$ cat config.mk
export PLATFORM = sky130hd
export DESIGN_NAME = tx_byte_scheduler
export DESIGN_NICKNAME = d
export VERILOG_FILES = /design/src/rtl/tx_byte_scheduler_pkg.sv /design/src/rtl/tx_byte_scheduler_fifo.sv /design/src/rtl/tx_byte_scheduler.sv
export SDC_FILE = /design/constraint.sdc
export NUM_CORES = 1
export LEC_CHECK = 0
export CAP_MARGIN = 20
export CORE_UTILIZATION = 41
export CTS_CLUSTER_DIAMETER = 120
export DETAILED_ROUTE_END_ITERATION = 8
export PLACE_DENSITY = 0.56
export SLEW_MARGIN = 20
export SYNTH_ARGS = -nofsm -noshare
export SYNTH_HDL_FRONTEND = slang
export SYNTH_HIERARCHICAL = 1
export SYNTH_SLANG_ARGS = --single-unit
$ cat constraint.sdc
create_clock -name clk -period 5.94 [get_ports clk]
set_input_delay 1.188 -clock clk [delete_from_list [all_inputs] [get_ports clk]]
set_output_delay 1.188 -clock clk [all_outputs]
set_load 0.02 [all_outputs]
$ cat src/rtl/tx_byte_scheduler_pkg.sv
// Shared constants for the transmit byte scheduler: frame bytes and FSM encoding.
package tx_byte_scheduler_pkg;

  localparam logic [7:0] LBRACE = 8'h7B;
  localparam logic [7:0] RBRACE = 8'h7D;
  localparam logic [7:0] LF     = 8'h0A;
  localparam logic [7:0] DIGIT0 = 8'h30;

  localparam logic [2:0] ST_IDLE      = 3'd0;
  localparam logic [2:0] ST_LOAD      = 3'd1;
  localparam logic [2:0] ST_START     = 3'd2;
  localparam logic [2:0] ST_WAIT_ACK  = 3'd3;
  localparam logic [2:0] ST_WAIT_DONE = 3'd4;
  localparam logic [2:0] ST_GAP       = 3'd5;

  typedef enum logic [2:0] {
    S_IDLE      = ST_IDLE,
    S_LOAD      = ST_LOAD,
    S_START     = ST_START,
    S_WAIT_ACK  = ST_WAIT_ACK,
    S_WAIT_DONE = ST_WAIT_DONE,
    S_GAP       = ST_GAP
  } state_e;

  function automatic logic is_frame_end(input logic [7:0] b);
    return b == LF;
  endfunction

endpackage

$ cat src/rtl/tx_byte_scheduler_fifo.sv
// Byte FIFO with registered full/level; a push while full is ignored even if a pop
// happens in the same cycle, so the drop decision depends only on registered state.
module byte_fifo #(
  parameter int DEPTH = 16,
  parameter int AW    = 4
) (
  input  logic          clk_i,
  input  logic          rst_i,
  input  logic          push_i,
  input  logic          pop_i,
  input  logic [7:0]    din_i,
  output logic [7:0]    dout_o,
  output logic          full_o,
  output logic [AW:0]   level_o
);

  localparam logic [AW:0] FULL_LVL = (AW+1)'(DEPTH);

  logic [7:0]    mem_q [DEPTH];
  logic [AW-1:0] wr_ptr_q, rd_ptr_q;
  logic [AW:0]   level_q, level_d;
  logic          full_q;
  logic          do_push, do_pop;

  assign do_push = push_i && !full_q;
  assign do_pop  = pop_i && (level_q != '0);

  always_comb begin
    level_d = level_q;
    if (do_push && !do_pop)      level_d = level_q + 1'b1;
    else if (!do_push && do_pop) level_d = level_q - 1'b1;
  end

  always_ff @(posedge clk_i or posedge rst_i) begin
    if (rst_i) begin
      wr_ptr_q <= '0;
      rd_ptr_q <= '0;
      level_q  <= '0;
      full_q   <= 1'b0;
    end else begin
      if (do_push) wr_ptr_q <= wr_ptr_q + 1'b1;
      if (do_pop)  rd_ptr_q <= rd_ptr_q + 1'b1;
      level_q <= level_d;
      full_q  <= (level_d == FULL_LVL);
    end
  end

  always_ff @(posedge clk_i) begin
    if (do_push) mem_q[wr_ptr_q] <= din_i;
  end

  assign dout_o  = mem_q[rd_ptr_q];
  assign full_o  = full_q;
  assign level_o = level_q;

endmodule

$ cat src/rtl/tx_byte_scheduler.sv
// Buffers controller bytes and feeds them one at a time to the UART transmitter
// with a start/busy handshake, ack-timeout retry, optional inter-byte gap and LF frame flag.
module tx_byte_scheduler
  import tx_byte_scheduler_pkg::*;
#(
  parameter int DEPTH       = 16,
  parameter int AW          = 4,
  parameter int GAP_CYCLES  = 0,
  parameter int ACK_TIMEOUT = 4
) (
  input  logic        clk,
  input  logic        rst,
  input  logic        wr_en,
  input  logic [7:0]  buf_in,
  output logic        full,
  output logic [AW:0] level,
  output logic        overflow,
  input  logic        tx_busy,
  output logic        tx_start,
  output logic [7:0]  tx_data,
  output logic        frame_done,
  output logic        idle
);

  localparam int AKW = $clog2(ACK_TIMEOUT + 1);
  localparam int GW  = (GAP_CYCLES > 0) ? $clog2(GAP_CYCLES + 1) : 1;

  state_e         state_q, state_d;
  logic [AKW-1:0] ack_q, ack_d;
  logic [GW-1:0]  gap_q, gap_d;
  logic [7:0]     data_q, data_d;
  logic           fd_q, fd_d;
  logic           ovf_q;
  logic           pop;
  logic [7:0]     head;

  byte_fifo #(.DEPTH(DEPTH), .AW(AW)) u_fifo (
    .clk_i   (clk),
    .rst_i   (rst),
    .push_i  (wr_en),
    .pop_i   (pop),
    .din_i   (buf_in),
    .dout_o  (head),
    .full_o  (full),
    .level_o (level)
  );

  always_comb begin
    state_d  = state_q;
    ack_d    = ack_q;
    gap_d    = gap_q;
    data_d   = data_q;
    fd_d     = 1'b0;
    pop      = 1'b0;
    tx_start = 1'b0;
    case (state_q)
      S_IDLE: if (level != '0 && !tx_busy) state_d = S_LOAD;
      S_LOAD: begin
        pop     = 1'b1;
        data_d  = head;
        state_d = S_START;
      end
      S_START: begin
        tx_start = 1'b1;
        ack_d    = AKW'(ACK_TIMEOUT);
        state_d  = S_WAIT_ACK;
      end
      // Counter reaching zero re-issues the same byte; retries never give up.
      S_WAIT_ACK: begin
        if (tx_busy) state_d = S_WAIT_DONE;
        else begin
          ack_d = ack_q - 1'b1;
          if (ack_q == AKW'(1)) state_d = S_START;
        end
      end
      S_WAIT_DONE: begin
        if (!tx_busy) begin
          fd_d = is_frame_end(data_q);
          if (GAP_CYCLES == 0) state_d = S_IDLE;
          else begin
            gap_d   = GW'(GAP_CYCLES);
            state_d = S_GAP;
          end
        end
      end
      S_GAP: begin
        gap_d = gap_q - 1'b1;
        if (gap_q == GW'(1)) state_d = S_IDLE;
      end
      default: state_d = S_IDLE;
    endcase
  end

  always_ff @(posedge clk or posedge rst) begin
    if (rst) begin
      state_q <= S_IDLE;
      ack_q   <= '0;
      gap_q   <= '0;
      data_q  <= 8'h00;
      fd_q    <= 1'b0;
      ovf_q   <= 1'b0;
    end else begin
      state_q <= state_d;
      ack_q   <= ack_d;
      gap_q   <= gap_d;
      data_q  <= data_d;
      fd_q    <= fd_d;
      ovf_q   <= wr_en && full;
    end
  end

  assign tx_data    = data_q;
  assign frame_done = fd_q;
  assign overflow   = ovf_q;
  assign idle       = (state_q == S_IDLE) && (level == '0);

endmodule

Word level (Yosys, flattened, before mapping)
Memory sizes are Yosys's and may differ from the RTL's. A register that Yosys moved wholly into a read port is not among the register bits.
Cells that the tools add are included.
Word-level totals
  register bits: 23
  RAM bits: 128
  input bits: 12
  output and inout port bits: 18
  memories: 1
Cells by class
  add/sub/neg operators: 6
  equality and inequality tests: 13
  multiplexer cells: 16
  reductions and logical operators: 17
Memory list
  u_fifo.mem_q: words 16, bits a word 8, read ports 1, clocked after Yosys merged registers in 1, write ports 1, RTL line tx_byte_scheduler_fifo.sv:19  | logic [7:0] mem_q [DEPTH];
Operator list (count)
  3-bit 2-to-1 mux: 6
  3-bit case mux with 6 select lines: 1
  5-bit 2-to-1 mux: 2
  4-bit by 1-bit adder with 4-bit output, second input constant: 2
  8-bit by 4-bit equality test with 1-bit output, second input constant: 1
  2-bit != test, second input constant: 4
  1-bit logical AND: 7
  3-bit by 1-bit equality test with 1-bit output, second input constant: 2
  3-bit by 2-bit equality test with 1-bit output, second input constant: 2
  3-bit equality test, second input constant: 2
  1-bit 2-to-1 mux: 6
  3-bit case mux with 2 select lines: 1
  5-bit by 1-bit adder with 5-bit output, second input constant: 1
  5-bit equality test, second input constant: 1
  5-bit zero test: 1
  5-bit nonzero test: 1
  5-bit by 1-bit subtractor with 5-bit output, second input constant: 1
  1-bit zero test: 4
  4-bit AND reduction: 1
  3-bit zero test: 1
  3-bit != test, second input constant: 1
  3-bit by 1-bit subtractor with 3-bit output, second input constant: 1
  2-bit AND reduction: 1
  2-bit nonzero test: 1
  1-bit subtractor, second input constant: 1

Logic depth before layout (Yosys ltp)
  word-level depth: 7
  mapped depth: 8
  depth with buffers taken out: 7

Hierarchy
The synthesis kept the hierarchy.
Modules (own cells, without submodules)
  byte_fifo: instances 1, cells each 269, area each 5826.8 µm², sequential area each 4194.0 µm²
  tx_byte_scheduler: instances 1, cells each 69, area each 837.1 µm², sequential area each 425.4 µm²

Worst setup path before layout
OpenSTA, ideal clock, no wires.
  kind: input -> register
  start: input wr_en
  end: memory u_fifo.mem_q[7][0], enable pin
  library setup time: 0.332 ns
  arrival: 2.199 ns
  required time: 5.608 ns
  path slack: 3.410 ns
  stages: 6
  cell sequence: nor2b_1 clkbuf_1 buf_2 nand2_1 nor2_1 and2_1
On the way
  longest elaborated chain between the ends: 3
Ends and longest elaborated chain
  from (decl): RTL line tx_byte_scheduler.sv:13  | input logic wr_en,
  1-bit logical AND: RTL line tx_byte_scheduler_fifo.sv:25  | assign do_push = push_i && !full_q;
  1-bit 2-to-1 mux: RTL line tx_byte_scheduler_fifo.sv:49  | if (do_push) mem_q[wr_ptr_q] <= din_i;
  1-bit 2-to-1 mux (implied by the code): RTL line tx_byte_scheduler_fifo.sv:49
  to (decl): RTL line tx_byte_scheduler_fifo.sv:19
No other way between the ends.

Final worst setup path
  start: register u_fifo.level_q[0] (netlist: u_fifo/level_o[0])
  end: output idle
On the way
  longest elaborated chain between the ends: 2
Ends and longest elaborated chain
  from (decl): RTL line tx_byte_scheduler_fifo.sv:21  | logic [AW:0] level_q, level_d;
  from (signal assigned): RTL line tx_byte_scheduler_fifo.sv:43  | level_q <= level_d;
  5-bit zero test: RTL line tx_byte_scheduler.sv:115  | assign idle = (state_q == S_IDLE) && (level == '0);
  1-bit logical AND: RTL line tx_byte_scheduler.sv:115
  to (decl): RTL line tx_byte_scheduler.sv:22  | output logic idle
No other way between the ends.

==> out/qor.csv <==
metric;value;unit
Critical Path Stages;3;
setup ws final;2570;ps
via count;3190;
Area Growth Syn to Fin;15.8;%
nets@finish;389;
Max IR drop VDD;203;uV
synthesized area;0.00666;sq mm
#FFs+latches synth;159;
first-pass GRT wire length;19400;um
period utilization;56.8;%
number of enable flip-flop cells after synthesis;128;
TritonCTS clock tree;done;
fill count;1336;
post-CTS setup buffer count;0;
cell count after synthesis;338;
IO Port Bufs;29;
area leader, netlist;edfxtp_1;
Total GRT Usage;16.8;%
Leakage;2.65;nW
Yosys Warn Count;6;
critical path fanouts, max;7;
slowest library cell on the worst path;clkdlybuf4s50_1;
asr flop ratio synth;19.5;%
Num CTS Buffers;17;
# DRC;0;
Final Hold Fails;0;
status;finished, final reports clean;
clock latency on the worst-skew pair;420;ps
Max-slew headroom;30.4;%
post-synth cell types;48;
worst slew pin tran;1040;ps
Placer Congestion;0.775;
top_reg_cell synth;edfxtp_1;
Post-Synthesis Net Count;359;
Post-Synth XOR/XNOR Area;1.45;%
DR iter-0 viols;174;
min Tclk post-route;3370;ps
clock transition at the registers of the reported paths;60;ps
max-cap viol count;0;
Slew Limit Fails;0;
Total Neg Setup Slack;0;ps
arrival time at the worst endpoint;2180;ps
area of the core;0.0159;sq mm
register area share after synthesis;69.3;%
cts hold-fix bufs;0;
synth cell count leaders;edfxtp_1, dfrtp_1, mux4_1;
Clock Sinks;159;
root buffer cell;clkbuf_16;
Initial Util;42.0;%
DR WL/cell;21.5;um
Final ANT Viol Nets;0;
Simple-Gate Fraction of Synth Area;6.29;%
gr ovfl total;0;
Bufs and invs on worst path;1;
endpoints failing setup;0;
clk_skew;9.08;ps
row cnt;46;
CP Data Required Time;4750;ps
Min-Delay Path Class;flop to flop;
synthesized-area fraction occupied by adder cells;2.01;%
main area contributors after synthesis;edfxtp_1, dfrtp_1, mux4_1, mux4_2, ha_1;
Top delay family on crit path;simple AND/OR/NAND/NOR gates;
combinational family with the most area after synthesis;multiplexers;
CP Cell Sequence;nor4_1 > and3_4 > clkdlybuf4s50_1;
mux cell area share after synthesis;16.7;%
WS Path Type;flop to output port;
diode count;0;
Ports;30;
share of layout cells above drive strength 1;17.6;%
die area;0.0168;sq mm
hpwl dp;8390;um
initial antenna violation count;0;
share of the synthesized area in the top cell type;57.7;%
crit end category;output port;
flip-flop and latch area;0.00462;sq mm
syn avg cell area;19.7;sq um
R2R cell count;5;
Highest Clock Rate;0.297;GHz
compound-cell area share of the yosys netlist;1.45;%
wirelength, routed;12800;um
area of the multi-input gates;0.00186;sq mm
slowest cell delay on critical path;600;ps
Tot Pwr;3.82;mW
RSZ-0062 raised after global routing;false;
pwr dens;494;mW/mm^2
drt pass-1 iters;4;
H-tree depth;4;
vias in the first global route;3201;
WHS Path Cells;1;
Vias per Instance;5.34;
chip height;129;um
Die W;129;um
most frequent cell after synthesis;edfxtp_1;
largest net degree at the start of global routing;36;
Bufs on Longest Clock Path;2;
CP Launch Type;flop;
DP Worst Slack;2260;ps
Resized Gates After CTS;0;
## flip-flops by register name, summed over array words and instances, names as in the netlist, 3 cells and up
register / flops
u_fifo/wr_ptr_q: 4
tx_data: 8
u_fifo/rd_ptr_q: 4
state_q: 3
u_fifo/level_o: 5
u_fifo/mem_q: 128
ack_q: 3
## power by group
group | internal [mW] | switching [mW] | total, mW
clock network | 0.749 | 0.431 | 1.18
logic | 0.549 | 0.437 | 0.986
registers | 1.39 | 0.259 | 1.65
total | 2.69 | 1.13 | 3.82
## cell usage in the layout, fill, tap and decap left out, types with 9 or more instances in the layout
master | netlist | routed
edfxtp_1 | 128 | 128
dfrtp_1 | 31 | 29
clkdlybuf4s50_1 | 0 | 29
mux4_1 | 21 | 21
mux4_2 | 19 | 19
and2_1 | 17 | 17
clkbuf_16 | 0 | 17
xnor2_1 | 10 | 10
nand2_1 | 10 | 10
mux2_2 | 9 | 9
ha_1 | 9 | 9
## cells by family (layout without fill, tap and decap cells)
group,count (synthesis),after routing
adders and majority gates,11,11
xor gates and xnor gates,11,11
and+or+nand+nor,67,67
DFF,159,159
buffers and inverters,26,69
AOI/OAI and AO/OA,12,12
muxes,52,52
## path summary, 6_finish.rpt
kind                                        start                  to  slack, ps
min in group asynchronous                     rst  u_fifo/rd_ptr_q[2]       1140
worst min register to register         tx_data[7]          frame_done        460
worst min-delay path                   tx_data[7]          frame_done        460
worst max-delay path            u_fifo/level_o[0]                idle       2570
worst max register to register         state_q[0]       u_fifo/full_o       3110
max in group asynchronous                     rst          tx_data[5]       4310
## stage by stage
step	hold slack (ps)	std cells	util, %	cell area, sq um
3_3_place_gp	451	565	44.5	7070
3_5_place_dp	463	565	44.5	7070
2_1_floorplan	447	338	-	6660
5_1_grt	492	597	48.6	7720
4_1_cts	472	597	48.6	7720
6_report	460	597	48.6	7720
## layer usage
metal	share of wire (%)	track usage [%]	up-vias
li1	-	-	1426
met1	48	24.0	1673
met2	47	25.4	78
met3	4.0	3.72	13
met4	1.2	6.36	0
met5	0	0	-
## layout make-up
class,instances,share of cell area (%)
multi-input combinational,153,24.1
clock inverter,13,2.72
sequential,159,59.9
inverter,8,0.389
clock buffer,19,5.61
tap,216,3.50
timing repair buffer,29,3.76
## worst reg2reg max path: cells and delay by family (launching register included)
family                    cells  cell delay (ps)
muxes                         1              290
xor gates and xnor gates      1              110
DFF                           1              560
and+or+nand+nor               3             1770
Note: power is estimated with default switching activity, not from simulation.
